## src/rtl/upload_writer_pkg.sv

```systemverilog
`default_nettype none
// ============================================================================
//  Module   : upload_writer_pkg
//  Purpose  : Shared types for the ioctl-to-memory-bus upload writer.
//  Revision : 1.0 - initial release
// ============================================================================
package upload_writer_pkg;

    localparam int c_ADDR_W = 27;
    localparam int c_DATA_W = 8;

    typedef enum logic [2:0] {
        IDLE,
        SETUP,
        FETCH,
        BRAM_WR,
        SD_READY,
        SD_WR,
        FINISH
    } upload_state_t;

    typedef struct packed {
        logic [c_ADDR_W-1:0] addr;
        logic [c_DATA_W-1:0] data;
    } upload_entry_t;

endpackage
`default_nettype wire

```

## src/rtl/upload_writer_if.sv

```systemverilog
`default_nettype none
// ============================================================================
//  Module   : memory_bus_if
//  Purpose  : Byte-wide memory router port. The device side drives the
//             request, the router side answers with the SDRAM handshake.
//  Revision : 1.0 - initial release
// ============================================================================
interface memory_bus_if;
    import upload_writer_pkg::*;

    logic [c_ADDR_W-1:0] addr;
    logic [c_DATA_W-1:0] data;
    logic                rnw;
    logic                ram_cs;
    logic                sram_cs;
    logic                sdram_ready;
    logic                sdram_done;

    modport device_mp (
        output addr, data, rnw, ram_cs, sram_cs,
        input  sdram_ready, sdram_done
    );

    modport router_mp (
        input  addr, data, rnw, ram_cs, sram_cs,
        output sdram_ready, sdram_done
    );
endinterface
`default_nettype wire

```

## src/rtl/upload_writer_fifo.sv

```systemverilog
`default_nettype none
// ============================================================================
//  Module   : upload_fifo
//  Purpose  : Small synchronous FIFO of address/data entries. A clear wipes
//             the contents but still accepts a push in the same cycle.
//  Revision : 1.0 - initial release
// ============================================================================
module upload_fifo
    import upload_writer_pkg::*;
#(
    parameter  int FIFO_DEPTH = 4,
    localparam int c_PTR_W    = $clog2(FIFO_DEPTH),
    localparam int c_CNT_W    = c_PTR_W + 1
) (
    input  wire logic               clk,
    input  wire logic               reset,
    input  wire logic               clear,
    input  wire logic               push,
    input  wire upload_entry_t      push_entry,
    output logic                    push_ok,
    input  wire logic               pop,
    output upload_entry_t           pop_entry,
    output logic [c_CNT_W-1:0]      count,
    output logic                    full,
    output logic                    empty
);

    upload_entry_t        r_mem [FIFO_DEPTH];
    logic [c_PTR_W-1:0]   r_wr_ptr;
    logic [c_PTR_W-1:0]   r_rd_ptr;
    logic [c_CNT_W-1:0]   r_count;
    logic                 w_do_pop;
    logic [c_PTR_W-1:0]   w_wr_slot;

    assign full      = (r_count == c_CNT_W'(FIFO_DEPTH));
    assign empty     = (r_count == '0);
    assign count     = r_count;
    // A full FIFO still takes a push when the same cycle frees a slot.
    assign w_do_pop  = pop && !empty && !clear;
    assign push_ok   = push && (clear || !full || w_do_pop);
    assign w_wr_slot = clear ? '0 : r_wr_ptr;
    assign pop_entry = r_mem[r_rd_ptr];

    // Entry storage; contents are don't-care until written, so no reset.
    always_ff @(posedge clk) begin
        if (push_ok) begin
            r_mem[w_wr_slot] <= push_entry;
        end
    end

    // Pointer and occupancy bookkeeping; pointers wrap naturally (power of two).
    always_ff @(posedge clk or posedge reset) begin
        if (reset) begin
            r_wr_ptr <= '0;
            r_rd_ptr <= '0;
            r_count  <= '0;
        end else if (clear) begin
            r_rd_ptr <= '0;
            r_wr_ptr <= push_ok ? c_PTR_W'(1) : '0;
            r_count  <= push_ok ? c_CNT_W'(1) : '0;
        end else begin
            if (push_ok) begin
                r_wr_ptr <= r_wr_ptr + c_PTR_W'(1);
            end
            if (w_do_pop) begin
                r_rd_ptr <= r_rd_ptr + c_PTR_W'(1);
            end
            r_count <= r_count + c_CNT_W'(push_ok) - c_CNT_W'(w_do_pop);
        end
    end

endmodule
`default_nettype wire

```

## src/rtl/upload_writer.sv

```systemverilog
`default_nettype none
// ============================================================================
//  Module   : upload_writer
//  Purpose  : Buffers the HPS ioctl download stream and writes it byte by
//             byte onto the memory router upload port (BRAM single-cycle,
//             SDRAM handshaked with a per-write timeout).
//  Revision : 1.0 - initial release
// ============================================================================
module upload_writer
    import upload_writer_pkg::*;
#(
    parameter int BRAM_WIDTH = 18,
    parameter int FIFO_DEPTH = 4,
    parameter int TIMEOUT    = 255
) (
    input  wire logic                clk,
    input  wire logic                reset,
    input  wire logic                ioctl_download,
    input  wire logic                ioctl_wr,
    input  wire logic [c_ADDR_W-1:0] ioctl_addr,
    input  wire logic [c_DATA_W-1:0] ioctl_dout,
    output logic                     ioctl_wait,
    input  wire logic [c_ADDR_W-1:0] base_addr,
    memory_bus_if.device_mp          memory_bus_upload,
    output logic                     upload,
    output logic [c_ADDR_W-1:0]      bytes_written,
    output logic                     error
);

    localparam int c_CNT_W = $clog2(FIFO_DEPTH) + 1;
    localparam int c_TO_W  = ($clog2(TIMEOUT + 1) > 8) ? $clog2(TIMEOUT + 1) : 8;

    upload_state_t          r_state;
    upload_state_t          w_state_next;
    logic [c_ADDR_W-1:0]    r_base;
    logic [c_ADDR_W-1:0]    r_addr;
    logic [c_DATA_W-1:0]    r_data;
    logic [c_ADDR_W-1:0]    r_bytes;
    logic                   r_error;
    logic                   r_wait;
    logic [c_TO_W-1:0]      r_to_cnt;

    logic                   w_push;
    logic                   w_push_ok;
    logic                   w_pop;
    logic                   w_clear;
    logic                   w_full;
    logic                   w_empty;
    logic [c_CNT_W-1:0]     w_count;
    logic [c_CNT_W-1:0]     w_count_next;
    logic [c_ADDR_W-1:0]    w_base;
    upload_entry_t          w_push_entry;
    upload_entry_t          w_pop_entry;
    logic                   w_is_bram;
    logic                   w_bus_active;
    logic                   w_sd_ok;
    logic                   w_sd_fail;

    // Before SETUP has latched the base, bytes use the live base address.
    assign w_base            = (r_state == IDLE || r_state == SETUP) ? base_addr : r_base;
    assign w_push            = ioctl_download && ioctl_wr;
    assign w_push_entry.addr = w_base + ioctl_addr;
    assign w_push_entry.data = ioctl_dout;
    assign w_clear           = (r_state == SETUP);
    assign w_pop             = (r_state == FETCH) && !w_empty;
    assign w_is_bram         = (w_pop_entry.addr[c_ADDR_W-1:BRAM_WIDTH] == '0);
    assign w_sd_ok           = (r_state == SD_WR) && memory_bus_upload.sdram_done;
    // Counter starts at 0 on SD_WR entry, so ram_cs stays up TIMEOUT cycles.
    assign w_sd_fail         = (r_state == SD_WR) && !memory_bus_upload.sdram_done &&
                               (r_to_cnt == c_TO_W'(TIMEOUT - 1));
    assign w_count_next      = w_clear ? c_CNT_W'(w_push_ok)
                                       : w_count + c_CNT_W'(w_push_ok) - c_CNT_W'(w_pop);

    upload_fifo #(
        .FIFO_DEPTH (FIFO_DEPTH)
    ) u_fifo (
        .clk        (clk),
        .reset      (reset),
        .clear      (w_clear),
        .push       (w_push),
        .push_entry (w_push_entry),
        .push_ok    (w_push_ok),
        .pop        (w_pop),
        .pop_entry  (w_pop_entry),
        .count      (w_count),
        .full       (w_full),
        .empty      (w_empty)
    );

    // State register.
    always_ff @(posedge clk or posedge reset) begin
        if (reset) begin
            r_state <= IDLE;
        end else begin
            r_state <= w_state_next;
        end
    end

    // Next-state logic; a new download level is only looked at from IDLE.
    always_comb begin
        w_state_next = r_state;
        case (r_state)
            IDLE:     if (ioctl_download) w_state_next = SETUP;
            SETUP:    w_state_next = FETCH;
            FETCH: begin
                if (!w_empty) begin
                    w_state_next = w_is_bram ? BRAM_WR : SD_READY;
                end else if (!ioctl_download) begin
                    w_state_next = FINISH;
                end
            end
            BRAM_WR:  w_state_next = FETCH;
            SD_READY: if (memory_bus_upload.sdram_ready) w_state_next = SD_WR;
            SD_WR:    if (w_sd_ok || w_sd_fail) w_state_next = FETCH;
            FINISH:   w_state_next = IDLE;
            default:  w_state_next = IDLE;
        endcase
    end

    // Transfer datapath: latched base, current write, counters and flags.
    always_ff @(posedge clk or posedge reset) begin
        if (reset) begin
            r_base   <= '0;
            r_addr   <= '0;
            r_data   <= '0;
            r_bytes  <= '0;
            r_error  <= 1'b0;
            r_wait   <= 1'b0;
            r_to_cnt <= '0;
        end else begin
            r_wait   <= (w_count_next >= c_CNT_W'(FIFO_DEPTH - 1));
            r_to_cnt <= (r_state == SD_WR) ? r_to_cnt + c_TO_W'(1) : '0;
            if (w_clear) begin
                r_base  <= base_addr;
                r_bytes <= '0;
                r_error <= 1'b0;
            end else begin
                if ((r_state == BRAM_WR) || w_sd_ok) begin
                    r_bytes <= r_bytes + c_ADDR_W'(1);
                end
                if ((w_push && !w_push_ok) || w_sd_fail) begin
                    r_error <= 1'b1;
                end
            end
            if (w_pop) begin
                r_addr <= w_pop_entry.addr;
                r_data <= w_pop_entry.data;
            end
        end
    end

    // Bus outputs decode straight from the state so reset idles them at once.
    assign w_bus_active             = (r_state == BRAM_WR) || (r_state == SD_WR);
    assign memory_bus_upload.ram_cs  = w_bus_active;
    assign memory_bus_upload.rnw     = !w_bus_active;
    assign memory_bus_upload.sram_cs = 1'b0;
    assign memory_bus_upload.addr    = w_bus_active ? r_addr : '0;
    assign memory_bus_upload.data    = w_bus_active ? r_data : '0;

    assign upload        = (r_state != IDLE);
    assign ioctl_wait    = r_wait;
    assign bytes_written = r_bytes;
    assign error         = r_error;

endmodule
`default_nettype wire

```

## src/flat_wrapper.sv

```systemverilog
// flat-port wrapper written by rule: the top's interface ports become plain ports
module upload_writer_flat import upload_writer_pkg::*;
#(
    parameter int BRAM_WIDTH = 18,
    parameter int FIFO_DEPTH = 4,
    parameter int TIMEOUT    = 255
)
  (clk, reset, ioctl_download, ioctl_wr, ioctl_addr, ioctl_dout, ioctl_wait, base_addr, upload, bytes_written, error, memory_bus_upload_addr, memory_bus_upload_data, memory_bus_upload_rnw, memory_bus_upload_ram_cs, memory_bus_upload_sram_cs, memory_bus_upload_sdram_ready, memory_bus_upload_sdram_done);
  memory_bus_if memory_bus_upload_i ();
  input  wire logic clk;
  input  wire logic reset;
  input  wire logic ioctl_download;
  input  wire logic ioctl_wr;
  input  wire logic [c_ADDR_W-1:0] ioctl_addr;
  input  wire logic [c_DATA_W-1:0] ioctl_dout;
  output logic ioctl_wait;
  input  wire logic [c_ADDR_W-1:0] base_addr;
  output logic upload;
  output logic [c_ADDR_W-1:0] bytes_written;
  output logic error;
  output wire logic [$bits(memory_bus_upload_i.addr)-1:0] memory_bus_upload_addr;
  output wire logic [$bits(memory_bus_upload_i.data)-1:0] memory_bus_upload_data;
  output wire logic [$bits(memory_bus_upload_i.rnw)-1:0] memory_bus_upload_rnw;
  output wire logic [$bits(memory_bus_upload_i.ram_cs)-1:0] memory_bus_upload_ram_cs;
  output wire logic [$bits(memory_bus_upload_i.sram_cs)-1:0] memory_bus_upload_sram_cs;
  input wire logic [$bits(memory_bus_upload_i.sdram_ready)-1:0] memory_bus_upload_sdram_ready;
  input wire logic [$bits(memory_bus_upload_i.sdram_done)-1:0] memory_bus_upload_sdram_done;
  assign memory_bus_upload_addr = memory_bus_upload_i.addr;
  assign memory_bus_upload_data = memory_bus_upload_i.data;
  assign memory_bus_upload_rnw = memory_bus_upload_i.rnw;
  assign memory_bus_upload_ram_cs = memory_bus_upload_i.ram_cs;
  assign memory_bus_upload_sram_cs = memory_bus_upload_i.sram_cs;
  assign memory_bus_upload_i.sdram_ready = memory_bus_upload_sdram_ready;
  assign memory_bus_upload_i.sdram_done = memory_bus_upload_sdram_done;
  upload_writer #(.BRAM_WIDTH(BRAM_WIDTH), .FIFO_DEPTH(FIFO_DEPTH), .TIMEOUT(TIMEOUT)) u_core (.clk(clk), .reset(reset), .ioctl_download(ioctl_download), .ioctl_wr(ioctl_wr), .ioctl_addr(ioctl_addr), .ioctl_dout(ioctl_dout), .ioctl_wait(ioctl_wait), .base_addr(base_addr), .memory_bus_upload(memory_bus_upload_i), .upload(upload), .bytes_written(bytes_written), .error(error));
endmodule
```

## config.mk

```make
export PLATFORM = sky130hd
export DESIGN_NAME = upload_writer_flat
export DESIGN_NICKNAME = d
export VERILOG_FILES = /design/src/rtl/upload_writer_pkg.sv /design/src/rtl/upload_writer_if.sv /design/src/rtl/upload_writer_fifo.sv /design/src/rtl/upload_writer.sv /design/src/flat_wrapper.sv
export SDC_FILE = /design/constraint.sdc
export NUM_CORES = 1
export LEC_CHECK = 0
export CORE_MARGIN = 3
export CORE_UTILIZATION = 50
export DETAILED_ROUTE_END_ITERATION = 8
export DONT_BUFFER_PORTS = 1
export GPL_ROUTABILITY_DRIVEN = 1
export PLACE_DENSITY = 0.67
export SLEW_MARGIN = 10
export SYNTH_ARGS = -nofsm -noshare
export SYNTH_HDL_FRONTEND = slang
export SYNTH_HIERARCHICAL = 1
export SYNTH_SLANG_ARGS = --single-unit
```

## constraint.sdc

```tcl
create_clock -name clk -period 5.45 [get_ports clk]
set_clock_uncertainty 0.2 [all_clocks]
set_input_delay 0.545 -clock clk [delete_from_list [all_inputs] [get_ports clk]]
set_output_delay 0.545 -clock clk [all_outputs]
set_load 0.05 [all_outputs]
```

==> run metrics <==
outcome finished clean; gpl congestion between 0.7 and 0.8; drt via density 5.56; setup slack, reg-to-reg 1.35 ns; relative slew slack 33.9%; Die X 161 microns; fin. max-slew vios 0; placed insts 1205; # DRC 0; height of the die 161 microns; pre-CTS setup slack ~1.4 ns; initial DRC count ~420; final instance area between 0.01 and 0.015 sq mm; Final HPWL DP roughly 16 mm; GRT Residual Overflow 0; Cells after Synth approximately 910; setup bufs post-CTS 0; largest net degree at the start of global routing 65; final hold violation count 0; Least-Margin Pin Slew 0.991 ns; Max Freq 0.244 GHz; layout cells sized above 1 around a fifth; maximum VDD drop 384 uV; Post-Syn Nets slightly above 1000; fin crit share 75.2%; vias in the first global route between 7000 and 8000; CP startpoint kind register; worst-path fanout max 28; Max Buffers Root-to-Sink 3; Root Buffer clkbuf_16; Vias 7182; Ys Warns 6; setup tns final 0 ns; Starting Density 51.0%; H-tree depth 1; minimum clock period 4.10 ns; drt total wl ~25 mm; Top Ports 136; remaining antenna violation count 0; Sink Count 249; Crit. End Element register; Detailed Routing Iterations Pass 1 5; Min-Delay Path Class in -> reg; Req. time, crit path about 5.5 ns; MaxCap Viol Count 0; initial antenna violation count 0; Worst-Skew Late Latency 0.52 ns; GRT Util Overall 19.4%; syn avg cell area 13.2 sq um; Ant. Diodes 0; RSZ-0062 raised after global routing no; core area 0.0235 sq mm; # setup viols final 0; Lkg Pwr 5.28 nW; placed cell area 0.0123 sq mm; CTS Buf Count 27; Syn Std Cell Area approximately 0.012 sq mm; Routed WL per cell 19.2 microns; port bufs 0; Power Dens Cells ~600 mW/mm^2; CP arrival 4.16 ns; # rows 56; first-pass GRT wire length 40.6 mm; final net count 1059; non-filler cells, final between 1000 and 1500; CTS tree built; synth-to-layout area growth 12.6%; CTS clock-pin slew for the worst setup and hold paths 0.06 ns; PnR worst setup slack 1.35 ns; die area 0.0259 sq mm; critical path class reg -> reg
-- worst max-delay path, stage by stage, from the launching register on --
cell	delay, ns
dfrtp_1	0.48
nor2_4	0.71
mux2_2	0.42
ha_1	0.20
fa_1	0.44
a211oi_2	0.26
o211ai_2	0.13
a21boi_2	0.25
nor3b_4	0.09
or2_1	0.22
a211oi_1	0.41
-- worst paths after layout --
| path | depth (start not counted) | to | start |
|---|---|---|---|
| max reg2reg | 10 | u_core/u_fifo/r_mem[1][34] | u_core/r_state[1] |
| max | 10 | u_core/u_fifo/r_mem[1][34] | u_core/r_state[1] |
| min reg2reg | 2 | u_core/r_base[10] | u_core/r_base[10] |
| max in group asynchronous | 3 | u_core/r_base[14] | reset |
| min in group asynchronous | 2 | u_core/u_fifo/count[1] | reset |
| min | 3 | u_core/r_state[0] | memory_bus_upload_sdram_done |
-- cells in the final DEF (no fill, tap or decap), types with 4 or more instances in the layout --
master	count
a21o_1	10
a21oi_1	35
and2_1	40
and3_1	9
and4_1	6
buf_4	9
clkbuf_16	27
clkinv_1	4
clkinv_2	8
clkinvlp_4	4
dfrtp_1	108
dlygate4sd3_1	37
edfxtp_1	140
ha_1	36
inv_1	17
mux2_2	62
mux4_2	35
nand2_1	113
nand2b_1	4
nand3_1	25
nand4_1	9
nor2_1	51
nor2b_1	4
nor3_1	9
o21a_1	6
o21ai_0	16
o21ai_1	4
or3_1	6
xnor2_1	20
xor2_1	32
-- power by group --
part	total [mW]	leakage, nW	internal, mW	switching (mW)
sequential	3.13	2.65	2.79	0.345
combinational	3.24	2.20	1.26	1.98
clock	1.75	0.420	1.03	0.717
total	8.12	5.28	5.08	3.04
-- what timing repair did --
item,CTS,global route
hold endpoints to repair,130,0
resized for setup,0,0
hold buffers,37,0
-- metrics by stage --
| step | power [mW] | util (%) | hold slack (ns) |
|---|---|---|---|
| floorplan | 5.67 | - | 0.148 |
| global placement | 6.28 | 52.2 | 0.207 |
| detailed placement | 6.38 | 52.2 | 0.208 |
| CTS | 8.19 | 57.5 | 0.0152 |
| global route | 8.65 | 57.5 | 0.0547 |
| finish | 8.12 | 57.5 | 0.0415 |
-- cell type report --
| class | count | area (sq um) |
|---|---|---|
| Clock buffer | 31 | 711 |
| Clock inverter | 19 | 154 |
| Fill cell | 1945 | 10000 |
| Inverter | 20 | 77.6 |
| Multi-Input combinational cell | 608 | 4820 |
| Sequential cell | 249 | 6930 |
| Tap cell | 319 | 399 |
| Timing Repair Buffer | 46 | 438 |
-- flip-flops by register name (all words and copies together), names as in the netlist --
register                count
u_core/u_fifo/r_mem       140
u_core/bytes_written       27
u_core/r_addr              27
u_core/r_base              27
u_core/r_data               8
u_core/r_to_cnt             8
u_core/r_state              3
u_core/u_fifo/count         3
u_core/u_fifo/r_rd_ptr      2
u_core/u_fifo/r_wr_ptr      2
u_core/error                1
u_core/ioctl_wait           1
-- metal layers --
layer	up-vias	global-route usage, %	share of wire [%]
met5	-	0	0
met2	175	31.1	47
met3	29	3.67	5.1
met1	3538	28.1	46
li1	3440	-	-
met4	0	4.03	1.7
(Power assumes the default switching activity.)
